File: src/rtl/game_pkg.sv
// Shared game-level types.
//   game_state_t  : 2-bit state code driven by the top-level game controller.
//   sched_state_t : step scheduler FSM encoding, also exported on its debug port.
//   ENT_PACMAN    : entity index of Pacman; every other index is a ghost.
package game_pkg;

  typedef enum logic [1:0] {
    START    = 2'b00,
    LEVEL    = 2'b01,
    GAMEOVER = 2'b10,
    YOUWIN   = 2'b11
  } game_state_t;

  typedef enum logic [1:0] {
    IDLE   = 2'b00,
    ISSUE  = 2'b01,
    WAIT   = 2'b10,
    COMMIT = 2'b11
  } sched_state_t;

  localparam int ENT_PACMAN = 0;

endpackage

File: src/rtl/frame_divider.sv
// Modulo-DIV frame counter deciding which accepted frames move the ghosts.
// Ports:
//   Clk, reset : clock, asynchronous active-high reset
//   clear      : synchronous return to zero (wins over advance)
//   advance    : one-cycle strobe, step the counter by one (wrapping at DIV)
//   at_zero    : counter currently reads zero
// With DIV==1 the counter never leaves zero, so at_zero is constantly high.
module frame_divider #(
  parameter int DIV = 2
) (
  input  logic Clk,
  input  logic reset,
  input  logic clear,
  input  logic advance,
  output logic at_zero
);

  localparam int CW = (DIV > 1) ? $clog2(DIV) : 1;

  logic [CW-1:0] cnt;

  always_ff @(posedge Clk or posedge reset) begin
    if (reset) begin
      cnt <= '0;
    end else if (clear) begin
      cnt <= '0;
    end else if (advance) begin
      if (cnt == CW'(DIV - 1)) cnt <= '0;
      else                     cnt <= cnt + CW'(1);
    end
  end

  assign at_zero = (cnt == '0);

endmodule

File: src/rtl/entity_step_scheduler.sv
// Per-frame sequencer sharing the maze-wall ROM read port between Pacman and
// the ghosts. On an accepted frame tick it walks the entities in index order;
// each eligible entity gets its next-cell address put on the ROM, a ROM_LAT
// cycle wait, and then a one-cycle step_en pulse carrying the wall result.
// Ports:
//   Clk, reset   : clock, asynchronous active-high reset
//   frame_tick   : one-cycle pulse per video frame
//   game_state   : 00 Start, 01 Level, 10 GameOver, 11 YouWin
//   ent_addr     : packed next-cell addresses, entity i at [i*ADDR_W +: ADDR_W]
//   maze_addr    : registered ROM address
//   maze_wall    : ROM data (1 = wall), valid ROM_LAT cycles after maze_addr
//   step_en      : one-hot pulse, entity i may update its position
//   step_blocked : wall result for the pulsing entity, 0 when step_en == 0
//   busy         : FSM not IDLE
//   overrun      : sticky, a frame tick was dropped because the FSM was busy
//   dbg_state    : current FSM state
// Output qualifier: step_blocked carries information only in the cycle where
// step_en is non-zero; consumers must treat it as don't-care otherwise (it is
// driven to 0 there anyway).
module entity_step_scheduler
  import game_pkg::*;
#(
  parameter int N_ENT     = 5,
  parameter int ADDR_W    = 10,
  parameter int ROM_LAT   = 2,
  parameter int GHOST_DIV = 2
) (
  input  logic                    Clk,
  input  logic                    reset,
  input  logic                    frame_tick,
  input  logic [1:0]              game_state,
  input  logic [N_ENT*ADDR_W-1:0] ent_addr,
  output logic [ADDR_W-1:0]       maze_addr,
  input  logic                    maze_wall,
  output logic [N_ENT-1:0]        step_en,
  output logic                    step_blocked,
  output logic                    busy,
  output logic                    overrun,
  output sched_state_t            dbg_state
);

  localparam int IDX_W = (N_ENT > 1) ? $clog2(N_ENT) : 1;
  localparam int CNT_W = (ROM_LAT > 1) ? $clog2(ROM_LAT) : 1;

  sched_state_t      state, state_nxt;
  logic [IDX_W-1:0]  idx, idx_nxt;
  logic [CNT_W-1:0]  wait_cnt, wait_cnt_nxt;
  logic              ghost_ok, ghost_ok_nxt;
  logic [ADDR_W-1:0] maze_addr_nxt;
  logic              accept;
  logic              at_zero;
  logic              in_level;
  logic              in_start;
  logic              last_ent;
  logic              eligible;
  game_state_t       gs;

  assign gs       = game_state_t'(game_state);
  assign in_level = (gs == LEVEL);
  assign in_start = (gs == START);
  assign last_ent = (idx == IDX_W'(N_ENT - 1));
  assign eligible = (idx == IDX_W'(ENT_PACMAN)) || ghost_ok;

  // Start clears the divider so the first frame of every level moves ghosts.
  frame_divider #(
    .DIV (GHOST_DIV)
  ) u_frame_divider (
    .Clk     (Clk),
    .reset   (reset),
    .clear   (in_start),
    .advance (accept),
    .at_zero (at_zero)
  );

  always_ff @(posedge Clk or posedge reset) begin
    if (reset) begin
      state     <= IDLE;
      idx       <= '0;
      wait_cnt  <= '0;
      ghost_ok  <= 1'b0;
      maze_addr <= '0;
    end else begin
      state     <= state_nxt;
      idx       <= idx_nxt;
      wait_cnt  <= wait_cnt_nxt;
      ghost_ok  <= ghost_ok_nxt;
      maze_addr <= maze_addr_nxt;
    end
  end

  // Any tick seen while a frame is still in flight is dropped and flagged.
  always_ff @(posedge Clk or posedge reset) begin
    if (reset) begin
      overrun <= 1'b0;
    end else if (frame_tick && (state != IDLE)) begin
      overrun <= 1'b1;
    end
  end

  always_comb begin
    state_nxt     = state;
    idx_nxt       = idx;
    wait_cnt_nxt  = wait_cnt;
    ghost_ok_nxt  = ghost_ok;
    maze_addr_nxt = maze_addr;
    accept        = 1'b0;
    step_en       = '0;
    step_blocked  = 1'b0;

    case (state)
      IDLE: begin
        if (frame_tick && in_level) begin
          accept       = 1'b1;
          idx_nxt      = '0;
          ghost_ok_nxt = at_zero;
          state_nxt    = ISSUE;
        end
      end

      ISSUE: begin
        if (!in_level) begin
          state_nxt = IDLE;
        end else if (eligible) begin
          maze_addr_nxt = ent_addr[idx*ADDR_W +: ADDR_W];
          wait_cnt_nxt  = CNT_W'(ROM_LAT - 1);
          state_nxt     = WAIT;
        end else if (last_ent) begin
          state_nxt = IDLE;
        end else begin
          idx_nxt = idx + IDX_W'(1);
        end
      end

      WAIT: begin
        if (!in_level) begin
          state_nxt = IDLE;
        end else if (wait_cnt == '0) begin
          state_nxt = COMMIT;
        end else begin
          wait_cnt_nxt = wait_cnt - CNT_W'(1);
        end
      end

      COMMIT: begin
        // Leaving Level in this very cycle suppresses the pulse.
        if (!in_level) begin
          state_nxt = IDLE;
        end else begin
          step_en      = N_ENT'(1) << idx;
          step_blocked = maze_wall;
          if (last_ent) begin
            state_nxt = IDLE;
          end else begin
            idx_nxt   = idx + IDX_W'(1);
            state_nxt = ISSUE;
          end
        end
      end

      default: state_nxt = IDLE;
    endcase
  end

  assign busy      = (state != IDLE);
  assign dbg_state = state;

endmodule

File: config.mk
export PLATFORM = sky130hd
export DESIGN_NAME = entity_step_scheduler
export DESIGN_NICKNAME = d
export VERILOG_FILES = /design/src/rtl/game_pkg.sv /design/src/rtl/frame_divider.sv /design/src/rtl/entity_step_scheduler.sv
export SDC_FILE = /design/constraint.sdc
export NUM_CORES = 1
export LEC_CHECK = 0
export ABC_AREA = 1
export CELL_PAD_IN_SITES_DETAIL_PLACEMENT = 0
export CELL_PAD_IN_SITES_GLOBAL_PLACEMENT = 1
export CORE_MARGIN = 2
export CORE_UTILIZATION = 29
export CTS_CLUSTER_DIAMETER = 50
export DETAILED_ROUTE_END_ITERATION = 6
export PLACE_DENSITY = 0.9
export SKIP_CTS_REPAIR_TIMING = 1
export SYNTH_ARGS = -nofsm -noshare
export SYNTH_HDL_FRONTEND = slang
export SYNTH_SLANG_ARGS = --single-unit
File: constraint.sdc
create_clock -name Clk -period 4.3 [get_ports Clk]
set_input_delay 0.645 -clock Clk [delete_from_list [all_inputs] [get_ports Clk]]
set_output_delay 0.645 -clock Clk [all_outputs]
set_load 0.01 [all_outputs]
-- Word-level counts from Yosys, hierarchy flattened
Cells that the tools add are included.
- register bits after elaboration: 19
- output and inout port bits: 20
- logic and storage cells: 71
- $add $sub $neg: 3
- multipliers: 1
- eq/ne operators: 13
- shift-type cells: 2
- mux-type cells: 29
- bitwise logic cells: 1
- reduce and logical (&&, ||, !) cells: 15
- operators with widths (operator ; number):
    50-bit by 8-bit variable part select with 10-bit output ; 1
    3-bit 2-to-1 mux ; 5
    1-bit 2-to-1 mux ; 13
    2-bit 2-to-1 mux ; 6
    2-bit inequality test, second input constant ; 6
    5-bit 2-to-1 mux ; 2
    3-bit case mux with 3 select lines ; 1
    2-bit case mux with 4 select lines ; 1
    3-bit by 3-bit multiplier with 6-bit output, second input constant ; 1
    3-bit AND reduction ; 2
    2-bit nonzero test ; 3
    5-bit AND reduction ; 1
    1-bit by 3-bit left shift with 5-bit output, first input constant ; 1
    2-bit by 1-bit equality test with 1-bit output, second input constant ; 2
    2-bit equality test, second input constant ; 2
    2-bit logical NOT ; 2
    4-bit inequality test, second input constant ; 1
    4-bit AND reduction ; 1
    3-bit by 1-bit adder with 3-bit output, second input constant ; 1
    3-bit equality test, second input constant ; 1
    3-bit logical NOT ; 1
    3-bit inequality test, second input constant ; 1
    3-bit nonzero test ; 1
    1-bit logical AND ; 2
    other kinds (6) ; 6

-- Depth between registers and ports, before layout
- word-level depth: 6
- mapped depth: 10
- depth with buffers taken out: 8

-- Modules after synthesis
Synthesis repeated with hierarchy kept, for this count alone.
- cell total of the unflattened synthesis: 302
- area total of the unflattened synthesis: 1801.7 um^2
- modules (own cells, without submodules) (module ; instances ; cells each ; area an instance (um^2) ; seq. area each (um^2)):
    entity_step_scheduler ; 1 ; 294 ; 1750.4 ; 450.4
    frame_divider ; 1 ; 8 ; 51.3 ; 25.0

-- Worst setup path after synthesis
Ideal clock, no wire load.
- path kind: input-to-output
- start: input port game_state[1]
- end: output port step_blocked
- arrival time: 1177 ps
- required time: 3655 ps
- slack: 2478 ps
- cell stages on the path: 5
- path buffers: 0
- path through: inv_1 > nand2_1 > nor2_1 > nand2_1 > nor2_1
- word-level cells in the longest chain between the ends: 3
- ends and longest elaborated chain (item ; RTL line ; source):
    from (decl) ; entity_step_scheduler.sv:31 ; input logic [1:0] game_state,
    2-bit by 1-bit equality test with 1-bit output ; entity_step_scheduler.sv:59 ; assign in_level = (gs == LEVEL);
    1-bit 2-to-1 mux ; entity_step_scheduler.sv:146 ; if (!in_level) begin
    1-bit 2-to-1 mux ; entity_step_scheduler.sv:110 ; case (state)
    to (decl) ; entity_step_scheduler.sv:36 ; output logic step_blocked,
No other way between the ends.

-- Final worst setup path
- start: register idx[1]
- end: output port step_en[4]
- word-level cells in the longest chain between the ends: 3
- ends and longest elaborated chain (item ; RTL line ; source):
    from (decl) ; entity_step_scheduler.sv:46 ; logic [IDX_W-1:0] idx, idx_nxt;
    from (signal assigned) ; entity_step_scheduler.sv:84 ; idx <= idx_nxt;
    1-bit by 3-bit left shift with 5-bit output ; entity_step_scheduler.sv:149 ; step_en = N_ENT'(1) << idx;
    5-bit 2-to-1 mux ; entity_step_scheduler.sv:146 ;
    5-bit 2-to-1 mux ; entity_step_scheduler.sv:110 ;
    to (decl) ; entity_step_scheduler.sv:35 ; output logic [N_ENT-1:0] step_en,
No other way between the ends.

==> impl_metrics.toml <==
[run_status]
status = "completed"

[clock_tree]
tritoncts.num_buffers = 3
htree_levels = 1
cts_num_sinks = 19
root_buffer = "clkbuf_8"
clk_pin_slew_ps = 70
clock_path_buffers = 2
cts_tree = "built"
insertion_delay_ps = 250

[worst_setup_path]
required_ps = 3650
path_cells = "inv_1, ha_1, nand2_1, nor2_1, clkdlybuf4s50_1"
start_kind = "flop"
crit_slowest_cell = "dfrtp_1"
crit_family = "buffers and inverters"
slowest_delay_ps = 540
cp.buffers_inverters = 2
end_kind = "output port"
critPathKind = "flop to output port"
worst-path-max-fanout = 14
worstPathArrival_ps = 2230

[yosys]
synthSimpleGateAreaFrac_pct = 39.2
synth_cell_types = 21
synth-compound-area-share_pct = 7.05
synth-xor-area-share_pct = 0
ys_ff_latch = 19
yosysTopAreaCell = "dfrtp_1"
synthAdderAreaFrac_pct = 3.71
synth_top_family_by_area = "simple AND/OR/NAND/NOR gates"
muxShareOfSynthArea_pct = 0
synthTopCellsByArea = "dfrtp_1 28%, nand2_1 20%, inv_1 18%"
synth_seq_area_share_pct = 28.2
yosysWarnings = 0
synthCells = 296
yosysTopAreaCellShare_pct = 28.2
avgSynthCellArea_sq_um = 5.70
syn-cell-area_sq_um = 1690
synth_fp_nets = 357

[placement]
dp_slack_ps = 1420
place.port_buffers = 75
dpl_cell_area_sq_um = 2480
gp_congestion = 0.847
dp_hpwl_um = 3600

[run]
max_cap_viol_count = 0

[hold_path]
holdCritPathClass = "flop to flop"

[sta]
tightest_slew_ps = 723
rsz0062_at_grt = "no"
hold_viol = 0
layout_setup_ws_ps = 1430
layout_min_cycle_time_ps = 2870
finalCritPeriodShare_pct = 66.7
fmax_mhz = 348
maxSlewViolCount = 0
setup_viol = 0
slew_headroom_pct = 51.8
fin_skew_ps = 1.01
setup_tns_ps = 0

[power]
cellLeakagePower_nw = 1.48
power_density_nw_per_um2 = 408
finalPower_mw = 1.03
ir_drop_mv = 0.210

[drt]
vias = 1813
drt-total-wl_um = 4660
drc = 0
antenna_left = 0
drt_pass1_iterations = 5
drtIter0Drc = 81
detail_route.wl_per_cell_um = 10.6
viasPerCell = 4.13

[global_route]
grt_start_max_net_pins = 25
grt_pass1_vias = 1677
grt_pass1_wl_um = 7550
grt-ovfl-total = 0
grt_usage_pct = 14.4
antenna_found_initial = 0

[layout]
multi_input_area_sq_um = 842
fin_area_sq_um = 2530
antenna_cells = 0
utilization_pct = 45.4
drive_gt1_share_pct = 3.54
nets = 429
fillers = 597
area_delta_synth_final_pct = 50.0
regArea_sq_um = 475

[die]
pin_count = 76
rows = 27
die_area_sq_um = 6440
die_y_um = 80.3
core-area_sq_um = 5570
start_util_pct = 30.3
die_x_um = 80.3
[worst paths after layout]
| kind | slack, ps | end | from | depth (start not counted) |
|---|---|---|---|---|
| max | 1430 | step_en[4] | idx[1] | 5 |
| min reg2reg | 470 | overrun | overrun | 1 |
| max in group asynchronous | 3030 | overrun | reset | 2 |
| min | 470 | overrun | overrun | 1 |
| min in group asynchronous | 810 | maze_addr[1] | reset | 2 |
| max reg2reg | 2280 | maze_addr[0] | idx[1] | 7 |
[cells in the final DEF (no fill, tap or decap)]
cell type,count
a21oi_2,2
nand3_4,1
a21o_1,1
nand2_2,2
inv_2,2
nand3_1,27
ha_1,5
clkbuf_8,3
clkdlybuf4s50_1,75
nor2_8,1
a21oi_1,13
dfrtp_1,19
nor2_1,34
nand2_1,91
o22ai_1,1
nor2_2,1
buf_4,1
o21ai_0,3
o21a_1,1
clkbuf_1,1
inv_1,83
[cell type report]
type | count | share of cell area [%]
Clock buffer | 4 | 1.78
Inverter | 85 | 12.6
Multi-Input combinational cell | 183 | 33.3
Sequential cell | 19 | 18.8
Tap cell | 72 | 3.56
Timing Repair Buffer | 76 | 30.0
[registers in the layout, summed over array words and instances (netlist names)]
signal,flops
dbg_state,2
wait_cnt,1
ghost_ok,1
overrun,1
u_frame_divider.cnt,1
maze_addr,10
idx,3
[stage by stage]
step	hold slack, ps	instances
finish	469	439
global route	485	439
CTS	469	439
detailed placement	453	435
global placement	448	435
floorplan	464	296
[logic make-up (layout without fill, tap and decap cells)]
family / Yosys count / in the layout
simple gates: 157 / 157
compound gates: 21 / 21
buf+inv: 94 / 165
fa+ha+maj: 5 / 5
flops: 19 / 19
[report_power, final]
| part | switching [mW] | internal [mW] |
|---|---|---|
| combinational | 0.332 | 0.277 |
| clock | 0.0563 | 0.0658 |
| sequential | 0.0544 | 0.247 |
[Yosys cell counts, drive strengths merged]
library cell / instances
a21oi: 15
clkbuf: 3
nor2: 36
nand3: 28
o21ai: 3
buf: 6
o22ai: 1
a21o: 1
o21a: 1
nand2: 93
ha: 5
dfrtp: 19
inv: 85
[metal layers]
metal  up-vias  GRT usage (%)  wire length, um
li1        993              -                -
met1       760           19.7             2270
met2        60           24.2             2020
met3         0           3.15              378
met4         0           1.02                0
met5         -              0                0
(Power assumes the default switching activity.)
